File: src/rtl/uart_tx_shift_if.sv
// Transmit-side handshake and serial line of the UART transmitter.
// The master supplies words; the slave (the transmitter) drives the line and status.
interface uart_tx_shift_if #(
  parameter int unsigned width = 7
) ();
  logic [width:0] data_in;
  logic           tx_start;
  logic           ready;
  logic           tx;
  logic           done;

  modport master (
    output data_in,
    output tx_start,
    input  ready,
    input  tx,
    input  done
  );

  modport slave (
    input  data_in,
    input  tx_start,
    output ready,
    output tx,
    output done
  );
endinterface

File: src/rtl/uart_tx_shift.sv
// Parallel-in, serial-out UART transmitter: start, width+1 data bits LSB first,
// optional parity, one stop bit, each held for CLK_DIV clocks.
module uart_tx_shift #(
  parameter int unsigned width      = 7,
  parameter int unsigned CLK_DIV    = 434,
  parameter int unsigned PARITY_EN  = 0,
  parameter int unsigned PARITY_ODD = 0
) (
  input logic           clk,
  input logic           rst,
  uart_tx_shift_if.slave bus
);

  localparam int unsigned CntW = $clog2(CLK_DIV);
  localparam int unsigned BitW = (width > 0) ? $clog2(width + 1) : 1;
  localparam logic [CntW-1:0] CntReload = CntW'(CLK_DIV - 1);
  localparam logic [BitW-1:0] BitLast   = BitW'(width);

  typedef enum logic [2:0] {
    StIdle,
    StStart,
    StData,
    StParity,
    StStop
  } state_e;

  state_e          state_q, state_d;
  logic [CntW-1:0] baud_q, baud_d;
  logic [BitW-1:0] bit_q, bit_d;
  logic [width:0]  shift_q, shift_d;
  logic            par_q, par_d;
  logic            tx_q, tx_d;
  logic            ready_q, ready_d;
  logic            done_q, done_d;

  logic baud_end;
  assign baud_end = (baud_q == '0);

  always_comb begin
    state_d = state_q;
    baud_d  = baud_q;
    bit_d   = bit_q;
    shift_d = shift_q;
    par_d   = par_q;
    done_d  = 1'b0;

    unique case (state_q)
      StIdle: begin
        if (bus.tx_start) begin
          shift_d = bus.data_in;
          par_d   = (^bus.data_in) ^ PARITY_ODD[0];
          baud_d  = CntReload;
          bit_d   = '0;
          state_d = StStart;
        end
      end
      StStart: begin
        if (baud_end) begin
          baud_d  = CntReload;
          state_d = StData;
        end else begin
          baud_d = baud_q - CntW'(1);
        end
      end
      StData: begin
        if (baud_end) begin
          baud_d  = CntReload;
          shift_d = shift_q >> 1;
          if (bit_q == BitLast) begin
            bit_d   = '0;
            state_d = (PARITY_EN != 0) ? StParity : StStop;
          end else begin
            bit_d = bit_q + BitW'(1);
          end
        end else begin
          baud_d = baud_q - CntW'(1);
        end
      end
      StParity: begin
        if (baud_end) begin
          baud_d  = CntReload;
          state_d = StStop;
        end else begin
          baud_d = baud_q - CntW'(1);
        end
      end
      StStop: begin
        if (baud_end) begin
          baud_d  = CntReload;
          state_d = StIdle;
          done_d  = 1'b1;
        end else begin
          baud_d = baud_q - CntW'(1);
        end
      end
      default: state_d = StIdle;
    endcase
  end

  // Line and ready are decoded from the next state so they stay registered yet
  // change on the same edge as the state they describe.
  always_comb begin
    tx_d    = 1'b1;
    ready_d = (state_d == StIdle);
    unique case (state_d)
      StIdle:   tx_d = 1'b1;
      StStart:  tx_d = 1'b0;
      StData:   tx_d = shift_d[0];
      StParity: tx_d = par_d;
      StStop:   tx_d = 1'b1;
      default:  tx_d = 1'b1;
    endcase
  end

  always_ff @(posedge clk or posedge rst) begin
    if (rst) begin
      state_q <= StIdle;
      baud_q  <= '0;
      bit_q   <= '0;
      shift_q <= '0;
      par_q   <= 1'b0;
      tx_q    <= 1'b1;
      ready_q <= 1'b1;
      done_q  <= 1'b0;
    end else begin
      state_q <= state_d;
      baud_q  <= baud_d;
      bit_q   <= bit_d;
      shift_q <= shift_d;
      par_q   <= par_d;
      tx_q    <= tx_d;
      ready_q <= ready_d;
      done_q  <= done_d;
    end
  end

  assign bus.tx    = tx_q;
  assign bus.ready = ready_q;
  assign bus.done  = done_q;

endmodule

File: src/flat_wrapper.sv
// flat-port wrapper written by rule: the top's interface ports become plain ports
module uart_tx_shift_flat 
#(
  parameter int unsigned width      = 7,
  parameter int unsigned CLK_DIV    = 434,
  parameter int unsigned PARITY_EN  = 0,
  parameter int unsigned PARITY_ODD = 0
)
  (clk, rst, bus_data_in, bus_tx_start, bus_ready, bus_tx, bus_done);
  uart_tx_shift_if #(.width(width)) bus_i ();
  input logic clk;
  input logic rst;
  input wire logic [$bits(bus_i.data_in)-1:0] bus_data_in;
  input wire logic [$bits(bus_i.tx_start)-1:0] bus_tx_start;
  output wire logic [$bits(bus_i.ready)-1:0] bus_ready;
  output wire logic [$bits(bus_i.tx)-1:0] bus_tx;
  output wire logic [$bits(bus_i.done)-1:0] bus_done;
  assign bus_i.data_in = bus_data_in;
  assign bus_i.tx_start = bus_tx_start;
  assign bus_ready = bus_i.ready;
  assign bus_tx = bus_i.tx;
  assign bus_done = bus_i.done;
  uart_tx_shift #(.width(width), .CLK_DIV(CLK_DIV), .PARITY_EN(PARITY_EN), .PARITY_ODD(PARITY_ODD)) u_core (.clk(clk), .rst(rst), .bus(bus_i));
endmodule
File: config.mk
export PLATFORM = sky130hd
export DESIGN_NAME = uart_tx_shift_flat
export DESIGN_NICKNAME = d
export VERILOG_FILES = /design/src/rtl/uart_tx_shift_if.sv /design/src/rtl/uart_tx_shift.sv /design/src/flat_wrapper.sv
export SDC_FILE = /design/constraint.sdc
export NUM_CORES = 1
export LEC_CHECK = 0
export BUFFER_PORTS_ARGS = -buffer_cell sky130_fd_sc_hd__buf_2
export CORE_ASPECT_RATIO = 1.25
export CORE_MARGIN = 5
export CORE_UTILIZATION = 52
export DETAILED_ROUTE_END_ITERATION = 10
export PLACE_DENSITY = 0.8
export SYNTH_ARGS = -nofsm -noshare
export SYNTH_HDL_FRONTEND = slang
export SYNTH_SLANG_ARGS = --single-unit
File: constraint.sdc
create_clock -name clk -period 1.6 [get_ports clk]
set_input_delay 0.08 -clock clk [delete_from_list [all_inputs] [get_ports clk]]
set_output_delay 0.08 -clock clk [all_outputs]
set_load 0.1 [all_outputs]
### After elaboration in Yosys (flattened, before gate mapping)

Index checks and enable logic that the tools add are counted.

| cells by class | value |
|---|---|
| multiplexer cells | 22 |
| reductions and logical operators | 9 |
| eq/ne operators | 10 |
| $add $sub $neg | 2 |

Operators with widths:

| operator | count |
|---|---|
| two-way mux 3 bit | 9 |
| two-way mux 9 bit | 2 |
| case mux 9 bit (2 select lines) | 1 |
| two-way mux 8 bit | 2 |
| case mux 8 bit (2 select lines) | 1 |
| case mux 3 bit (5 select lines) | 1 |
| == test 3 x 2 -> 1 bit (second input constant) | 4 |
| zero test 9 bit | 1 |
| subtractor 9 x 1 -> 9 bit (second input constant) | 1 |
| parity 8 bit | 1 |
| == test 3 x 1 -> 1 bit (second input constant) | 2 |
| == test 3 bit (second input constant) | 2 |
| zero test 3 bit | 2 |
| case mux 3 bit (2 select lines) | 1 |
| two-way mux 1 bit | 4 |
| nonzero test 2 bit | 2 |
| OR reduction 4 bit | 1 |
| adder 3 x 1 -> 3 bit (second input constant) | 1 |
| case mux 1 bit (3 select lines) | 1 |
| AND reduction 3 bit | 1 |
| inequality test 2 x 1 -> 1 bit (second input constant) | 1 |
| inequality test 2 bit (second input constant) | 1 |
| AND reduction 2 bit | 1 |

| word-level totals | value |
|---|---|
| register bits after elaboration | 27 |
| logic and storage cells | 52 |

### Longest topological paths before layout

Gate-level depths: netlist of run 1.

| depth | value |
|---|---|
| depth after elaboration | 6 |
| depth in mapped cells | 7 |

### Worst setup path after synthesis of run 1

OpenSTA, ideal clock, no wires.

| path | value |
|---|---|
| path kind | register to register |
| start point | register u_core.baud_q[0] |
| end point | register u_core.tx_q (netlist: u_core.bus.tx) |
| period minus slack after synthesis | 1756 ps |
| data required time | 1509 ps |
| slack | -156 ps |
| data arrival time | 1665 ps |
| library setup time | 91 ps |
| cell stages (with the launch flop) | 8 |
| cell sequence | dfrtp_1 > inv_1 > ha_1 > or4b_4 > nor3_1 > a2bb2oi_1 > o21ai_1 > o31ai_1 |

| between the ends | value |
|---|---|
| longest elaborated chain between the ends | 5 |
| elaborated cells on any way between the ends | 12 |

Ends and longest elaborated chain:

| item | line | RTL |
|---|---|---|
| start, declared | uart_tx_shift.sv:28 | `logic [CntW-1:0] baud_q, baud_d;` |
| start signal, assigned | uart_tx_shift.sv:127 | `baud_q <= baud_d;` |
| zero test 9 bit * | uart_tx_shift.sv:37 | `assign baud_end = (baud_q == '0);` |
| two-way mux 3 bit (on tied branches) | -- |  |
| case mux 3 bit (5 select lines) | uart_tx_shift.sv:47 | `unique case (state_q)` |
| == test 3 x 2 -> 1 bit / == test 3 x 1 -> 1 bit (equally long branches) | uart_tx_shift.sv:105 | `unique case (state_d)` |
| case mux 1 bit (3 select lines) * | uart_tx_shift.sv:105 |  |
| net u_core.tx_d | uart_tx_shift.sv:32 | `logic tx_q, tx_d;` |
| end signal, assigned | uart_tx_shift.sv:131 | `tx_q <= tx_d;` |
| end, declared | uart_tx_shift.sv:32 |  |

Mark *: on every way through the listed nets, which the timed path passes. The rest lies on a longest branch. The select of a mux whose other input is x is not followed.
A chain may end at the register's enable or synchronous reset.

### Worst setup path in the final report of run 1

| path | value |
|---|---|
| start point | register u_core.state_q[0] |
| end point | register u_core.tx_q (netlist: u_core.bus.tx) |

| between the ends | value |
|---|---|
| elaborated cells on any way between the ends | 18 |

RTL lines:

| item | line | RTL |
|---|---|---|
| start, declared | uart_tx_shift.sv:27 | `state_e state_q, state_d;` |
| start signal, assigned | uart_tx_shift.sv:117 | `state_q <= StIdle;` |
| start signal, assigned | uart_tx_shift.sv:126 | `state_q <= state_d;` |
| == test 3 x 2 -> 1 bit / zero test 3 bit (equally long branches) | uart_tx_shift.sv:47 |  |
| case mux 8 bit (2 select lines) * | uart_tx_shift.sv:47 |  |
| net u_core.shift_d[0] | uart_tx_shift.sv:30 | `logic [width:0] shift_q, shift_d;` |
| case mux 1 bit (3 select lines) * | uart_tx_shift.sv:105 |  |
| net u_core.tx_d | uart_tx_shift.sv:32 |  |

Mark *: on every way through the listed nets, which the timed path passes. The rest lies on a longest branch.

==> results of run 1 <==
[final timing paths]
path | start | to | slack, ns | depth (start not counted)
max in group asynchronous | rst | u_core.bus.ready | 0.97 | 4
setup / recovery | u_core.state_q[0] | u_core.bus.tx | -0.20 | 7
min in group asynchronous | rst | u_core.baud_q[6] | 0.32 | 4
hold reg to reg | u_core.shift_q[6] | u_core.shift_q[6] | 0.51 | 2
hold / removal | bus_data_in[6] | u_core.shift_q[6] | 0.01 | 3
setup reg to reg | u_core.state_q[0] | u_core.bus.tx | -0.20 | 7
[through the flow]
step	instances	hold WS (ns)	total power [W]	worst slack, ns	cell area (um^2)
finish	233	0.0133	0.00222	-0.201	2060
global route	233	0.000799	0.00238	-0.303	2060
global placement	218	0.152	0.00166	-0.138	1720
detailed placement	218	0.155	0.00170	-0.249	1720
CTS	227	0.00617	0.00202	-0.191	1820
floorplan	147	0.131	0.00140	-0.131	1430
[final cells by class]
type,count,area share [%]
Sequential cell,27,32.9
Clock buffer,4,1.27
Timing Repair Buffer,52,19.3
Multi-Input combinational cell,110,43.4
Inverter,6,1.09
Tap cell,34,2.06
[synthesized netlist by cell type (2+ instances only)]
master,count,share of area [%]
a21o_1,2,1.1
a21oi_1,3,1.1
a22oi_1,6,3.2
a31oi_1,2,0.88
dfrtp_1,25,44
dfstp_2,2,3.7
ha_1,4,3.5
inv_1,6,1.6
nand2_1,28,7.4
nand2b_1,2,0.88
nand3_1,2,0.70
nand4_1,2,0.88
nor2_1,12,3.2
nor3_1,4,1.4
nor3b_1,2,1.1
nor4_1,3,1.3
nor4b_1,2,1.2
o21ai_0,6,2.1
o22ai_1,3,1.3
xnor2_1,10,6.1
xor2_1,5,3.1
[power groups by stage]
| stage | clock network [W] | registers, W | logic [W] |
|---|---|---|---|
| after floorplan | 0 | 0.00101 | 0.000389 |
| after global placement | 0 | 0.000968 | 0.000696 |
| after detailed placement | 0 | 0.000975 | 0.000730 |
| after CTS | 0.000299 | 0.000963 | 0.000760 |
| after global routing | 0.000347 | 0.00102 | 0.00101 |
| final | 0.000300 | 0.00100 | 0.000921 |
[critical path, delay by kind of cell, from the launching register on]
kind | cells | cell delay (ns)
AO/OA/AOI/OAI | 3 | 0.26
buffers and inverters | 2 | 0.46
flip-flops | 1 | 0.44
AND/OR/NAND/NOR | 2 | 0.56
[kinds of logic after synthesis]
logic type | count (synthesis) | share of synthesized area (%)
AOI/OAI and AO/OA | 27 | 12.4
xor gates and xnor gates | 15 | 9.21
adders and majority gates | 4 | 3.51
buffers and inverters | 10 | 3.68
DFF | 27 | 47.5
and+or+nand+nor | 64 | 23.7
[registers in the layout, indices dropped and copies added, names as in the netlist]
name,flops
u_core.baud_q,9
u_core.bit_q,3
u_core.bus.done,1
u_core.bus.ready,1
u_core.bus.tx,1
u_core.par_q,1
u_core.shift_q,8
u_core.state_q,3
[layer usage]
layer / vias to the layer above / track usage (%) / part of all wire (%)
met4: 0 / 9.28 / 3.7
met5: - / 0 / 0
met3: 18 / 2.79 / 4.1
met1: 672 / 20.1 / 37
li1: 619 / - / -
met2: 58 / 37.7 / 55
[timing repair]
| action | CTS | global route |
|---|---|---|
| setup endpoints to repair | 25 | 26 |
| pin swaps | 2 | 15 |
| hold buffers | 2 | 0 |
| resized for setup | 8 | 42 |
| setup buffers | 3 | 7 |
| hold endpoints to repair | 26 | 0 |
[cell usage in the layout, fill, tap and decap left out, types with 2 or more instances in the layout]
cell,instances
buf_2,13
a21o_1,2
o22ai_2,2
dlygate4sd3_1,2
o21ai_1,2
xnor2_1,10
nand2b_1,2
a31oi_4,2
nor4_1,2
o21ai_2,4
nand2_1,26
nand3_1,2
inv_2,2
xor2_1,5
a21oi_2,2
nor3_4,3
inv_1,4
buf_4,30
dfrtp_1,25
a22oi_2,6
ha_1,3
nor4b_4,2
nor2_1,10
nand4_1,2
dfstp_2,2
clkbuf_4,3
nor3_1,2
buf_6,6
==> metrics, run 1 <==
status complete, but fails checks; violations in the final reports setup timing; wire per inst 17.5 um; Core ar. 2650 um^2; Post-synth ARST share 100%; # IOs 14; FF+latch count, synth 27; PortBufs 13; CTS tree done; clock-pin slew on the worst setup and hold paths 0.15 ns; most frequent CP cell buf_4; Distinct cells, synth 37; global-route wire length before repair 5710 um; DR pass1 iterations 6; initial antenna violation count 0; slowest CP cell dfrtp_1; RSZ-0062 raised after global routing yes; clock power share 13.5%; power per cell area 1080 nW/um^2; Final Util 77.7%; WP data required 1.86 ns; GRT Resource Usage Total 19.2%; DRT Wirelength 4080 um; pin count of the biggest net entering global routing 28; CTS buffer count 3; register area 678 um^2; Period Utilization, post-route 113%; min setup slack post-route -0.201 ns; DRT antenna net count 0; Max Cap Viol 0; Comb power frac 41.5%; chip width 56.8 um; CP endpoint kind flip-flop; Root Buffer Master clkbuf_4; switching power total 0.000790 W; routed vias/inst 5.87; synthesized instance count 147; Seq/Total Area, Yosys 47.5%; Period minus WS final 1.80 ns; Vias 1367; Worst-Margin Slew 0.491 ns; share of layout cells above drive strength 1 45.7%; vias in the first global route 1294; Layout Nets 215; Post-synth EDFFs 0; DRC Markers 0; starting density of the core 53.7%; clk sink count 27; final hold viol count 0; Post-Syn Area 1430 um^2; CP max stage delay 0.44 ns; Slew Viols, Final 0; Die Ht 68.6 um; CTS max path bufs 2; Static Leak 0.943 nW; YS warnings 0; WP data arrival 2.06 ns; CP Launch Type flip-flop; final setup TNS -2.76 ns; fmax 0.555 GHz; sequential power share 45.0%; maximum vdd drop 1030 uV; syn_nets 162; later-pin clock latency in the skew report 0.33 ns; Top FF cell, synth dfrtp_1; Worst Hold Class in2reg; aggregate global routing overflow 0; Initial DRC Count 51; Die ar. 3900 um^2; FILL cells 160; htree depth 1; worst-path cell chain buf_4, nor4b_4, buf_4, and2_2, a221o_1, o21ai_1, o31ai_1; final-report setup violation count 25; final clock skew 0.00973 ns; area of the multi-input gates 896 um^2; switching part of the total 35.6%; Internal 0.00143 W; Synth Area per Inst 9.70 um^2; critical path type reg2reg; Slew HR 67.5%; worst-path maximum fanout 12; gpl congestion 0.860; # diodes 0; num rows 21; synthesis-to-finish area growth 44.6%; dpl hpwl 2440 um
Power figures use the tool's default switching activity.
==> run 2: changes to the inputs <==
Settings changed: CORE_UTILIZATION 52 to 55, PLACE_DENSITY 0.8 to 0.81.
Clock period 1.6 ns to 1.92 ns, I/O delays scaled along.
==> run 2 against run 1 <==
  * The run now ends clean
  * Clock skew shrank 0.0065 ns
  * Utilization shrank 10 points
  * Sequential power shrank 15%
  * Register-to-register slack gained 0.29 ns
  * Sequential share of layout area grew 8.0 points
  * Largest cell class unchanged
==> metrics, run 2 (synthesized netlist as in run 1, its figures left out) <==
status complete, no violations; largest registers u_core.baud_q x9, u_core.shift_q x8; wire per inst 14.4 um (-18%); Worst R2R Setup Slack 0.09 ns (+0.29 ns); final hold viol count 0 (unchanged); Vias 1151 (-16%); R2R Path End u_core.baud_q[7]; Layout Nets 184 (-14%); pin count of the biggest net entering global routing 28 (unchanged); later-pin clock latency in the skew report 0.32 ns (about the same); fmax 0.545 GHz (-1.8%); Worst-Margin Slew 0.490 ns (-0.000445 ns); number of flip-flops in the largest register 9 (unchanged); RR Startpoint u_core.baud_q[0]; Slew HR 67.3% (-0.20 points); global-route wire length before repair 4970 um (-13%); final setup TNS 0 ns (+2.76 ns); switching power total 0.000556 W (-30%); register area 678 um^2 (unchanged); Worst Hold Class in2reg; Comb power frac 29.9% (-12 points); sequential power share 54.7% (+9.7 points); DP Area 1540 um^2 (-10%); DRT antenna net count 0 (unchanged); critical path type reg2reg; commonest cells after routing, fill and taps aside nand2_1 (28), dfrtp_1 (25), buf_2 (13), nor2_1 (11), xnor2_1 (10); Period Utilization, post-route 95.6% (-17 points); Reg with most FFs u_core.baud_q; Die ar. 3720 um^2 (-4.6%); # diodes 0 (unchanged); Initial DRC Count 31 (-39%); power per cell area 943 nW/um^2 (-12%); dpl cells 194 (-11%); Static Leak 0.740 nW (-22%); hold wc startpoint bus_data_in[7]; initial antenna violation count 0 (unchanged); Max Cap Viol 0 (unchanged); FILL cells 209 (+31%); starting density of the core 58.2% (+4.4 points); chip width 55.6 um (-2.3%); Die Ht 66.9 um (-2.4%); PortBufs 13 (unchanged); # IOs 14 (unchanged); synthesis-to-finish area growth 16.2%; switching part of the total 35.6% (about the same); DRT Wirelength 2900 um (-29%); aggregate global routing overflow 0 (unchanged); fin area 1660 um^2 (-20%); DR pass1 iterations 4 (-2); Hold Path End u_core.shift_q[7]; share of layout cells above drive strength 1 25.6% (-20 points); DRC Markers 0 (unchanged); Slew Viols, Final 0 (unchanged); worst-path maximum fanout 5 (-7); Reg2Reg Depth 7 (unchanged); WP data required 2.19 ns (+0.33 ns); final clock skew 0.00323 ns (-0.00650 ns); routed vias/inst 5.73 (-2.4%); final-report setup violation count 0 (-100%); Core ar. 2450 um^2 (-7.6%); most common cell after layout, fill and taps aside nand2_1; area of the multi-input gates 762 um^2 (-15%); Non-Filler Instances 201 (-14%); CP endpoint kind flip-flop; clk sink count 27 (unchanged); hold path cells 3 (unchanged); Root Buffer Master clkbuf_4; WP data arrival 2.11 ns (+0.05 ns); CTS buffer count 3 (unchanged); vias in the first global route 1134 (-12%); Internal 0.00101 W (-30%); Period minus WS final 1.83 ns (+0.0334 ns); CTS max path bufs 2 (unchanged); num rows 20 (-4.8%); maximum vdd drop 744 uV (-28%); gpl congestion 0.935 (+8.8%); GRT Resource Usage Total 17.0% (-2.3 points); CP Launch Type flip-flop; clock power share 15.4% (+1.9 points); htree depth 1 (unchanged); dpl hpwl 2080 um (-15%); worst hold slack 0.00643 ns (-0.00683 ns); total chip power 0.00156 W (-30%); CTS tree done; clock-pin slew on the worst setup and hold paths 0.14 ns (about the same)
-- run 2: cell type report --
cell class	count	share of cell area (%)
Clock buffer	4	1.58
Inverter	6	1.36
Multi-Input combinational cell	110	46.0
Sequential cell	27	40.9
Tap cell	33	2.49
Timing Repair Buffer	21	7.70
-- run 2: per-stage QoR --
stage	setup WS (ns)	utilization [%]
after floorplan	0.164	-
after global placement	0.105	62.8
after detailed placement	0.0150	62.8
after CTS	0.0197	64.5
after global routing	-0.00387	67.6
final	0.0852	67.6
-- run 2: metal layers --
layer	part of all wire, %	wire, um	track usage (%)
met1	41	1190	18.6
met2	54	1580	32.5
met3	3.2	92	2.52
met4	1.5	43	6.69
met5	0	0	0
-- run 2: worst max-delay path by stage --
stage          slack, ns        startpoint          endpoint  cells past startpoint
6_report            0.09  u_core.baud_q[0]  u_core.baud_q[7]                      7
5_1_grt           -0.004  u_core.baud_q[0]  u_core.baud_q[8]                      7
4_1_cts             0.02  u_core.baud_q[1]     u_core.bus.tx                      7
3_5_place_dp        0.01  u_core.baud_q[1]     u_core.bus.tx                      7
3_3_place_gp        0.10  u_core.baud_q[0]     u_core.bus.tx                      7
2_1_floorplan       0.16  u_core.baud_q[0]     u_core.bus.tx                      7
-- run 2: power by group through the flow --
stage | clock network (W) | logic, W | registers (W)
4_1_cts | 0.000248 | 0.000422 | 0.000845
5_1_grt | 0.000270 | 0.000531 | 0.000879
3_3_place_gp | 0 | 0.000399 | 0.000848
3_5_place_dp | 0 | 0.000417 | 0.000858
2_1_floorplan | 0 | 0.000324 | 0.000842
6_report | 0.000241 | 0.000467 | 0.000855
-- run 2: worst max-delay path, stage by stage (launching register included) --
cell and delay, ns:
dfrtp_1 0.45, inv_2 0.10, ha_4 0.13, or4b_4 0.52
nor3_4 0.15, a21oi_1 0.08, o22a_1 0.26, nand2_1 0.08
-- run 2: repair_timing --
item                                    in CTS  in global routing
buffers inserted                             0                  2
endpoints found under the hold margin       25                  0
hold buffers                                 1                  0
endpoints found under the setup margin       1                 11
pin swaps                                    0                  1
gates resized for setup                      1                 13
==> run 3: changes to the inputs <==
Settings changed: CORE_UTILIZATION 55 to 40, PLACE_DENSITY 0.81 to 0.64.
==> run 3 against run 2 <==
  * Cell count rose by 2.5%
  * Combinational power down 5.4%
  * Worst setup slack gained 0.039 ns
  * Via count decreased by 2.8%
  * Clock skew about the same
  * Worst hold slack better by 0.054 ns
  * Sequential power about the same
  * Non-clock buffer count shrank 1
  * Maximum frequency is 2.2% higher
  * Design area fell by 0.53%
  * Critical path depth unchanged
  * First-iteration DRC count is 26% higher
  * Critical endpoint is now u_core.bus.tx
  * Largest cell class unchanged
  * Largest power group unchanged
==> metrics, run 3 (synthesized netlist as in run 1, its figures left out) <==
Die ar. 4870 um^2 (+31%); register area 678 um^2 (unchanged); clock-pin slew on the worst setup and hold paths 0.09 ns (-0.05 ns); Comb power frac 27.4% (-2.5 points); CP Launch Type flip-flop; largest registers u_core.baud_q x9, u_core.shift_q x8; CTS max path bufs 2 (unchanged); later-pin clock latency in the skew report 0.27 ns (-0.05 ns); Period minus WS final 1.80 ns (-0.0390 ns); total chip power 0.00161 W (+3.3%); Worst-Margin Slew 0.487 ns (-0.00282 ns); Root Buffer Master clkbuf_8; final-report setup violation count 0 (unchanged); initial antenna violation count 0 (unchanged); Slew Viols, Final 0 (unchanged); Final Util 47.8% (-20 points); FILL cells 315 (+51%); DRT antenna net count 0 (unchanged); Reg with most FFs u_core.baud_q; final clock skew 0.00295 ns (-0.000277 ns); WP data required 2.11 ns (-0.08 ns); WP data arrival 1.99 ns (-0.12 ns); synthesis-to-finish area growth 15.6%; starting density of the core 41.3% (-17 points); CTS tree done; PortBufs 13 (unchanged); # diodes 0 (unchanged); worst hold slack 0.0602 ns (+0.0537 ns); CTS buffer count 3 (unchanged); DR pass1 iterations 4 (unchanged); most common cell after layout, fill and taps aside nand2_1; global-route wire length before repair 4860 um (-2.4%); sequential power share 52.9% (-1.8 points); critical path type reg2reg; pin count of the biggest net entering global routing 28 (unchanged); number of flip-flops in the largest register 9 (unchanged); Static Leak 0.743 nW (+0.47%); worst-path maximum fanout 4 (-1); # IOs 14 (unchanged); GRT Resource Usage Total 12.2% (-4.8 points); htree depth 1 (unchanged); Internal 0.00106 W (+5.6%); clock power share 19.7% (+4.3 points); num rows 24 (+20%); Die Ht 76.8 um (+15%); final hold viol count 0 (unchanged); Vias 1119 (-2.8%); Slew HR 67.7% (+0.41 points); DRT Wirelength 2790 um (-3.7%); power per cell area 979 nW/um^2 (+3.8%); final setup TNS 0 ns (unchanged); clk sink count 27 (unchanged); aggregate global routing overflow 0 (unchanged); vias in the first global route 1145 (+0.97%); commonest cells after routing, fill and taps aside nand2_1 (28), dfrtp_1 (25), buf_2 (13), nor2_1 (11), xnor2_1 (10); Worst Hold Class in2reg; CP endpoint kind flip-flop; switching part of the total 34.1% (-1.4 points); area of the multi-input gates 734 um^2 (-3.6%); fmax 0.557 GHz (+2.2%); wire per inst 13.6 um (-6.0%); gpl congestion 0.786 (-16%); Max Cap Viol 0 (unchanged); dpl hpwl 2080 um (about the same); maximum vdd drop 599 uV (-19%); chip width 63.4 um (+14%); Layout Nets 183 (-0.54%); switching power total 0.000551 W (-0.94%); DRC Markers 0 (unchanged); Initial DRC Count 39 (+26%); share of layout cells above drive strength 1 24.0% (-1.6 points); Core ar. 3450 um^2 (+41%); Period Utilization, post-route 93.5% (-2.0 points); status complete, no violations; routed vias/inst 5.43 (-5.1%)
## run 3: repair_timing
item | in CTS | in global routing
hold buffers | 1 | 0
setup buffers | 0 | 1
gates resized for setup | 0 | 10
setup endpoints to repair | 0 | 10
hold endpoints to repair | 25 | 0
## run 3: power by group through the flow
stage	Clock, W	Combinational (W)	Sequential, W
2_1_floorplan	0	0.000324	0.000842
3_3_place_gp	0	0.000403	0.000851
3_5_place_dp	0	0.000419	0.000858
4_1_cts	0.000332	0.000424	0.000846
5_1_grt	0.000362	0.000499	0.000873
6_report	0.000319	0.000442	0.000854
## run 3: metrics by stage
step | cells | worst slack, ns | instance area, um^2
final | 206 | 0.124 | 1650
after global routing | 206 | -0.00879 | 1650
after CTS | 205 | 0.0128 | 1600
after detailed placement | 200 | 0.0322 | 1550
after global placement | 200 | 0.0993 | 1550
after floorplan | 147 | 0.164 | 1430
## run 3: layer usage
layer	global-route usage, %	wire length (um)	vias to the layer above
li1	-	-	550
met1	14.7	1220	545
met2	19.3	1430	19
met3	3.22	90	5
met4	6.86	57	0
met5	0	0	-
## run 3: worst paths after layout
path,start,end,cells after the start,slack [ns]
max in group asynchronous,rst,u_core.bus.ready,4,1.21
setup / recovery,u_core.baud_q[1],u_core.bus.tx,7,0.12
setup reg to reg,u_core.baud_q[1],u_core.bus.tx,7,0.12
hold reg to reg,u_core.shift_q[4],u_core.shift_q[4],2,0.48
min in group asynchronous,rst,u_core.shift_q[5],4,0.42
hold / removal,bus_data_in[7],u_core.shift_q[7],3,0.06
## run 3: area by class of cell
cell class / count / area share (%)
sequential: 27 / 41.1
tap: 39 / 2.96
clock buffer: 4 / 2.73
multi-input combinational: 110 / 44.5
inverter: 6 / 1.37
timing repair buffer: 20 / 7.28
## run 3: worst max-delay path, stage by stage, from the launching register on
cell and delay, ns:
dfrtp_1 0.42, inv_2 0.08, ha_1 0.14, or4b_4 0.52
nor3_4 0.19, a2bb2oi_2 0.19, o21ai_1 0.09, o31ai_1 0.07
